--- config.mk ---
export PLATFORM = sky130hd
export DESIGN_NAME = mem_dump_uart_tx
export DESIGN_NICKNAME = d
export VERILOG_FILES = /design/src/rtl/mem_dump_uart_tx.sv
export SDC_FILE = /design/constraint.sdc
export NUM_CORES = 1
export LEC_CHECK = 0
export ABC_AREA = 1
export CORE_ASPECT_RATIO = 1.25
export CORE_MARGIN = 5
export CORE_UTILIZATION = 40
export CTS_CLUSTER_SIZE = 40
export DETAILED_ROUTE_END_ITERATION = 16
export GPL_ROUTABILITY_DRIVEN = 1
export GPL_TIMING_DRIVEN = 1
export HOLD_SLACK_MARGIN = 0.02
export PLACE_DENSITY_LB_ADDON = 0.25
export REMOVE_ABC_BUFFERS = 1
export SLEW_MARGIN = 10
export SYNTH_ARGS = -nofsm -noshare
export SYNTH_HDL_FRONTEND = slang
export SYNTH_SLANG_ARGS = --single-unit
--- constraint.sdc ---
create_clock -name clock -period 2.3 [get_ports clock]
set_clock_uncertainty 0.15 [all_clocks]
set_input_delay 0.46 -clock clock [delete_from_list [all_inputs] [get_ports clock]]
set_output_delay 0.46 -clock clock [all_outputs]
set_load 0.01 [all_outputs]
--- src/rtl/mem_dump_uart_tx.sv ---
// Reads a block of 32-bit memory words and sends each one as four 8N1 UART bytes, least significant byte first.
// States: IDLE -> FETCH -> CAPTURE -> START -> DATA -> STOP -> (START | FETCH | FIN) -> IDLE.
module mem_dump_uart_tx #(
  parameter int BAUD_DIV = 1042,
  parameter int ADR_W    = 14
) (
  input  logic             clock,
  input  logic             reset,
  input  logic             start,
  input  logic             abort,
  input  logic [ADR_W-1:0] base_adr,
  input  logic [ADR_W:0]   word_count,
  output logic             mem_rd_en,
  output logic [ADR_W-1:0] mem_adr,
  input  logic [31:0]      mem_dat,
  output logic             tx,
  output logic             busy,
  output logic             done
);

  typedef enum logic [2:0] {
    IDLE, FETCH, CAPTURE, START, DATA, STOP, FIN
  } state_t;

  localparam logic [15:0]    BAUD_RELOAD = 16'(BAUD_DIV - 1);
  localparam logic [ADR_W:0] ONE_WORD    = {{ADR_W{1'b0}}, 1'b1};

  state_t           state_q;
  logic [15:0]      cnt_q;
  logic [15:0]      cnt_d;
  logic             cnt_tc;
  logic [2:0]       bit_q;
  logic [1:0]       byte_q;
  logic [31:0]      shift_q;
  logic [ADR_W-1:0] adr_q;
  logic [ADR_W:0]   left_q;
  logic             tx_q;
  logic             busy_q;
  logic             done_q;
  logic             rd_en_q;

  // Down-counter: every bit period spans the terminal count plus BAUD_DIV-1 reload steps.
  assign cnt_tc = (cnt_q == 16'd0);
  assign cnt_d  = cnt_tc ? BAUD_RELOAD : cnt_q - 16'd1;

  always_ff @(posedge clock) begin
    if (reset) begin
      state_q <= IDLE;
      cnt_q   <= '0;
      bit_q   <= '0;
      byte_q  <= '0;
      shift_q <= '0;
      adr_q   <= '0;
      left_q  <= '0;
      tx_q    <= 1'b1;
      busy_q  <= 1'b0;
      done_q  <= 1'b0;
      rd_en_q <= 1'b0;
    end else begin
      done_q  <= 1'b0;
      rd_en_q <= 1'b0;
      if (abort) begin
        state_q <= IDLE;
        cnt_q   <= '0;
        tx_q    <= 1'b1;
        busy_q  <= 1'b0;
      end else begin
        case (state_q)
          IDLE: begin
            if (start) begin
              left_q <= word_count;
              if (word_count == '0) begin
                state_q <= FIN;
                done_q  <= 1'b1;
              end else begin
                adr_q   <= base_adr;
                rd_en_q <= 1'b1;
                busy_q  <= 1'b1;
                state_q <= FETCH;
              end
            end
          end
          FETCH: state_q <= CAPTURE;
          CAPTURE: begin
            shift_q <= mem_dat;
            byte_q  <= 2'd0;
            tx_q    <= 1'b0;
            cnt_q   <= BAUD_RELOAD;
            state_q <= START;
          end
          START: begin
            cnt_q <= cnt_d;
            if (cnt_tc) begin
              tx_q    <= shift_q[0];
              bit_q   <= 3'd0;
              state_q <= DATA;
            end
          end
          DATA: begin
            cnt_q <= cnt_d;
            if (cnt_tc) begin
              // Shifting once per bit leaves the next byte in [7:0] after eight bits.
              shift_q <= shift_q >> 1;
              if (bit_q == 3'd7) begin
                tx_q    <= 1'b1;
                state_q <= STOP;
              end else begin
                tx_q  <= shift_q[1];
                bit_q <= bit_q + 3'd1;
              end
            end
          end
          STOP: begin
            cnt_q <= cnt_d;
            if (cnt_tc) begin
              if (byte_q != 2'd3) begin
                byte_q  <= byte_q + 2'd1;
                tx_q    <= 1'b0;
                state_q <= START;
              end else if (left_q != ONE_WORD) begin
                left_q  <= left_q - ONE_WORD;
                adr_q   <= adr_q + 1'b1;
                rd_en_q <= 1'b1;
                state_q <= FETCH;
              end else begin
                done_q  <= 1'b1;
                busy_q  <= 1'b0;
                state_q <= FIN;
              end
            end
          end
          FIN:     state_q <= IDLE;
          default: state_q <= IDLE;
        endcase
      end
    end
  end

  assign mem_rd_en = rd_en_q;
  assign mem_adr   = adr_q;
  assign tx        = tx_q;
  assign busy      = busy_q;
  assign done      = done_q;

endmodule

* After elaboration in Yosys (flattened, before gate mapping)
Index checks and enable logic that the tools add are counted.
Word-level totals: word-level logic and storage cells 110, flip-flop bits (word level) 89, input port bits 65
Cells by class: eq/ne operators 19, mux-type cells 55, bitwise operators 1, add/subtract/negate cells 5, reduce and logical (&&, ||, !) cells 19
Operators by type and width (number):
- 2-to-1 mux 14 bit | 5
- case mux 32 bit (2 select lines) | 1
- 2-to-1 mux 15 bit | 4
- 2-to-1 mux 3 bit | 11
- 2-to-1 mux 32 bit | 1
- case mux 16 bit (2 select lines) | 1
- case mux 15 bit (2 select lines) | 1
- case mux 14 bit (2 select lines) | 1
- inequality test 2 bit, second input constant | 12
- 2-to-1 mux 1 bit | 20
- case mux 3 bit (6 select lines) | 1
- logical NOT 16 bit | 1
- 2-to-1 mux 16 bit | 1
- subtractor 16 x 1 -> 16 bit, second input constant | 1
- logical NOT 15 bit | 1
- inequality test 15 x 1 -> 1 bit, second input constant | 1
- AND reduction 5 bit | 3
- subtractor 15 x 1 -> 15 bit, second input constant | 1
- adder 14 x 1 -> 14 bit, second input constant | 1
- AND reduction 6 bit | 2
- nonzero test 2 bit | 5
- == test 3 bit, second input constant | 3
- AND reduction 7 bit | 1
- == test 3 x 2 -> 1 bit, second input constant | 2
- other kinds (15) | 18

* Depth between registers and ports, before layout
depth after elaboration 5, mapped depth 13, gate-level depth less buffers 12

* Worst setup path after synthesis
Ideal clock, no wire load.
path type register to register, from register cnt_q[0], to register adr_q[7], in the netlist mem_adr[7], period minus slack after synthesis 1.788 ns, required time 2.037 ns, cell stages (with the launch flop) 13, setup time 0.113 ns, data arrival time 1.526 ns, setup slack 0.512 ns, cell sequence dfxtp_1 -> inv_1 -> ha_1 -> nand2_1 -> nor2_2 -> nand2_2 -> nand2_2 -> nand2_4 -> inv_4 -> nand3_4 -> buf_8 -> nor2_1 -> nor2_1
On the way: cells in the longest elaborated chain, start to end 3
Ends and longest elaborated chain:
- from (decl) | line 29 | logic [15:0] cnt_q;
- from (signal assigned) | line 92 | cnt_q <= cnt_d;
- from (signal assigned) | line 100 | cnt_q <= cnt_d;
- from (signal assigned) | line 114 | cnt_q <= cnt_d;
- logical NOT 16 bit | line 43 | assign cnt_tc = (cnt_q == 16'd0);
- inequality test 2 bit (no source line)
- AND reduction 7 bit (no source line)
- to (signal assigned) | line 76 | adr_q <= base_adr;
- to (signal assigned) | line 122 | adr_q <= adr_q + 1'b1;
- to (decl) | line 35 | logic [ADR_W-1:0] adr_q;
Every way passes these cells. A chain may end at the register's enable or synchronous reset.

* Final worst setup path
from register adr_q[4], in the netlist mem_adr[4], to output port mem_adr[4]
RTL lines:
- to (decl) | line 14 | output logic [ADR_W-1:0] mem_adr,
No word-level cell between the ends.

==> impl_metrics.py <==
metrics = {
    "worst_setup_path": {
        "cpPeakStageDelay_ns": 0.60,
        "path_buf_inv": 1,
        "r2r_start": "cnt_q[0]",
        "cp-start-kind": "flip-flop",
        "cp.required_ns": 1.69,
        "crit_arrival_ns": 1.44,
        "crit_end": "mem_adr[4]",
        "path_cells": "clkdlybuf4s50_1",
        "cp_top_family": "buffers and inverters",
        "path_class": "flip-flop to output port",
        "path_max_fanout": 8,
        "timing.rr.end": "left_q[5]",
        "cp-end-kind": "output port",
        "crit_start": "mem_adr[4]",
        "r2r_setup_slack_ns": 0.26,
        "reg2reg_depth": 11,
        "cpMaxStageDelayCell": "clkdlybuf4s50_1",
        "path_depth": 1,
    },
    "cells_and_area": {
        "fill_cells": 1402,
        "drive_gt1_share_pct": 9.45,
        "finalNetCount": 988,
        "design_area_sq_um": 6660,
        "area_delta_synth_final_pct": 24.4,
        "n_antenna_cell": 0,
    },
    "grt": {
        "overflow": 0,
        "grtUsageMet2_pct": 30.3,
        "met1_usage_pct": 21.4,
        "antenna_found_initial": 0,
        "met3_usage_pct": 2.87,
        "grt_usage_pct": 17.2,
        "grt_pass1_vias": 5027,
        "grt_pass1_wl_um": 23000,
        "grt_max_degree": 64,
        "busiest_layer": "met2",
    },
    "cts": {
        "clk_latency_ns": 0.34,
        "tritoncts": "done",
        "clock_sinks": 89,
        "root_buffer": "clkbuf_16",
        "h-tree-depth": 3,
        "clockBufferDepth": 2,
        "cts_hold_buf": 0,
        "numCtsBuffers": 9,
        "path_clk_slew_ns": 0.07,
    },
    "sta": {
        "finalSetupTns_ns": 0,
        "rsz0062_at_grt": "no",
        "max_freq_mhz": 488,
        "timing.final.crit_share_pct": 89.1,
        "setup_violations": 0,
        "worstMarginPinSlew_ns": 0.452,
        "timing.final.max_slew_violations": 0,
        "min_period_ns": 2.05,
        "maxSlewHeadroom_pct": 69.8,
        "finalHoldViolations": 0,
    },
    "detailed_routing": {
        "drc_errors": 0,
        "vias": 5285,
        "ant_nets": 0,
        "routed_via_density": 4.84,
        "dr.pass1.iters": 5,
        "wl_per_cell_um": 12.2,
        "wirelength_um": 13400,
        "drt-initial-drc-count": 418,
    },
    "logic_synthesis": {
        "synthCells": 839,
        "synth-xor-area-share_pct": 1.15,
        "synth_ff_type": "dfxtp_1",
        "async_flop_share_pct": 0,
        "synth_edf_count": 0,
        "synth.distinct_cells": 44,
        "ys_warn_count": 0,
        "avgSynthCellArea_sq_um": 6.38,
        "synth_seq_cells": 89,
        "synth_compound_area_share_pct": 18.0,
        "synth_top_family_by_area": "simple AND/OR/NAND/NOR gates",
        "synth_seq_area_share_pct": 33.3,
        "synthAdderAreaFrac_pct": 1.64,
        "syn_area_sq_um": 5350,
        "synthMuxAreaShare_pct": 0,
        "synth-simple-area-share_pct": 35.7,
    },
    "power_and_ir_drop": {
        "p_per_area_nw_per_um2": 692,
        "leakagePower_nw": 2.84,
        "ir_drop_mv": 0.344,
    },
    "floorplan": {
        "ios": 83,
        "dieArea_sq_um": 15800,
        "die_h_um": 139,
        "fp-row-count": 47,
        "die_width_um": 113,
        "core_area_sq_um": 13200,
        "start_util_pct": 40.6,
    },
    "placement": {
        "dpl_cell_area_sq_um": 6360,
        "portBuffers": 82,
        "hpwl_um": 9510,
        "gp_routability_congestion": 0.819,
    },
    "run_status": {
        "status": "completed",
    },
    "flow_run": {
        "drv_cap": 0,
    },
    "min_path": {
        "hold_path_class": "flip-flop to flip-flop",
    },
}
how the worst min path moves through the flow:
stage / from / end / cells after the start
2_1_floorplan: shift_q[10] / shift_q[10] / 2
3_3_place_gp: shift_q[6] / shift_q[6] / 2
3_5_place_dp: shift_q[6] / shift_q[6] / 2
4_1_cts: shift_q[6] / shift_q[6] / 2
5_1_grt: shift_q[30] / shift_q[30] / 2
6_report: shift_q[13] / shift_q[13] / 2
what timing repair did:
action	in CTS	in global routing
endpoints found under the setup margin	0	5
buffers inserted	0	0
gates resized for setup	0	1
hold endpoints to repair	0	0
power breakdown:
part           leakage [nW]  internal, W  switching, W
Clock                 0.142     0.000766      0.000700
Combinational          1.97     0.000527      0.000805
Sequential            0.725      0.00168      0.000124
cell usage after synthesis, types with 2 or more instances:
| cell type | count | area share (%) |
|---|---|---|
| ha_1 | 7 | 1.6 |
| o22ai_1 | 2 | 0.23 |
| nor3_1 | 8 | 0.75 |
| buf_6 | 2 | 0.42 |
| inv_2 | 7 | 0.49 |
| nand2_1 | 196 | 14 |
| nand3_1 | 61 | 5.7 |
| o21ai_0 | 79 | 7.4 |
| nand4_1 | 10 | 1.2 |
| nand2_4 | 5 | 1.1 |
| o21a_1 | 2 | 0.28 |
| inv_1 | 88 | 6.2 |
| a21oi_2 | 7 | 1.1 |
| buf_2 | 9 | 0.84 |
| dfxtp_1 | 89 | 33 |
| buf_4 | 4 | 0.56 |
| nand2_2 | 14 | 1.6 |
| o21ai_1 | 12 | 1.1 |
| o211ai_1 | 2 | 0.28 |
| nor2_4 | 2 | 0.42 |
| nor2_2 | 8 | 0.94 |
| xor2_1 | 4 | 0.65 |
| or2_2 | 4 | 0.47 |
| clkbuf_1 | 16 | 1.1 |
| a21oi_1 | 62 | 5.8 |
| nor2_1 | 113 | 7.9 |
| o31ai_1 | 4 | 0.56 |
| a31oi_1 | 2 | 0.23 |
| nand3_4 | 3 | 0.98 |
| xnor2_1 | 3 | 0.49 |
sequential cells by signal (all words and copies together) (netlist names):
| register | cells |
|---|---|
| busy | 1 |
| byte_q | 2 |
| cnt_q | 16 |
| mem_rd_en | 1 |
| state_q | 3 |
| shift_q | 32 |
| tx | 1 |
| mem_adr | 14 |
| done | 1 |
| bit_q | 3 |
| left_q | 15 |
final cells by class:
type                            count  area, sq um  area share [%]
Clock buffer                        9          225            3.38
Clock inverter                      7         67.6            1.02
Inverter                           97          372            5.58
Multi-Input combinational cell    621         3030            45.5
Sequential cell                    89         1780            26.8
Tap cell                          171          214            3.21
Timing Repair Buffer               98          966            14.5
cell usage in the layout (no fill, tap or decap), types with 3 or more instances in the layout:
master / Yosys / routed
nand2_2: 14 / 14
buf_4: 4 / 14
or2_2: 4 / 4
nand2_4: 5 / 5
o31ai_1: 4 / 4
inv_8: 0 / 3
xor2_1: 4 / 4
o21ai_1: 12 / 12
nand3_4: 3 / 3
nor2_4: 2 / 3
dfxtp_1: 89 / 89
nand3_1: 61 / 61
inv_1: 88 / 88
inv_2: 7 / 7
nor3_1: 8 / 8
a21oi_1: 62 / 62
o21ai_0: 79 / 79
ha_1: 7 / 7
xnor2_1: 3 / 3
nand2_1: 196 / 196
nand4_1: 10 / 10
nor2_2: 8 / 7
a21oi_2: 7 / 7
clkdlybuf4s50_1: 0 / 82
nor2_1: 113 / 113
clkbuf_16: 0 / 9
metrics by stage:
stage / std cells / power, W / util (%) / hold slack [ns] / worst slack (ns)
2_1_floorplan: 807 / 0.00272 / - / 0.277 / -0.151
3_3_place_gp: 1076 / 0.00316 / 48.3 / 0.283 / 0.0891
3_5_place_dp: 1076 / 0.00317 / 48.3 / 0.288 / 0.0809
4_1_cts: 1092 / 0.00466 / 50.5 / 0.299 / 0.169
5_1_grt: 1092 / 0.00494 / 50.5 / 0.314 / 0.0630
6_report: 1092 / 0.00461 / 50.5 / 0.297 / 0.251
per-layer routing:
metal / up-vias / wire, um
li1: 2865 / -
met1: 2307 / 5910
met2: 101 / 6700
met3: 12 / 618
met4: 0 / 140
met5: - / 0
kinds of logic (layout without fill, tap and decap cells):
group                      count (synthesis)  count (layout)
AOI/OAI and AO/OA                        178             178
and+or+nand+nor                          429             429
xor gates and xnor gates                   7               7
adders and majority gates                  7               7
DFF                                       89              89
buffers and inverters                    129             211
(Power assumes the default switching activity.)
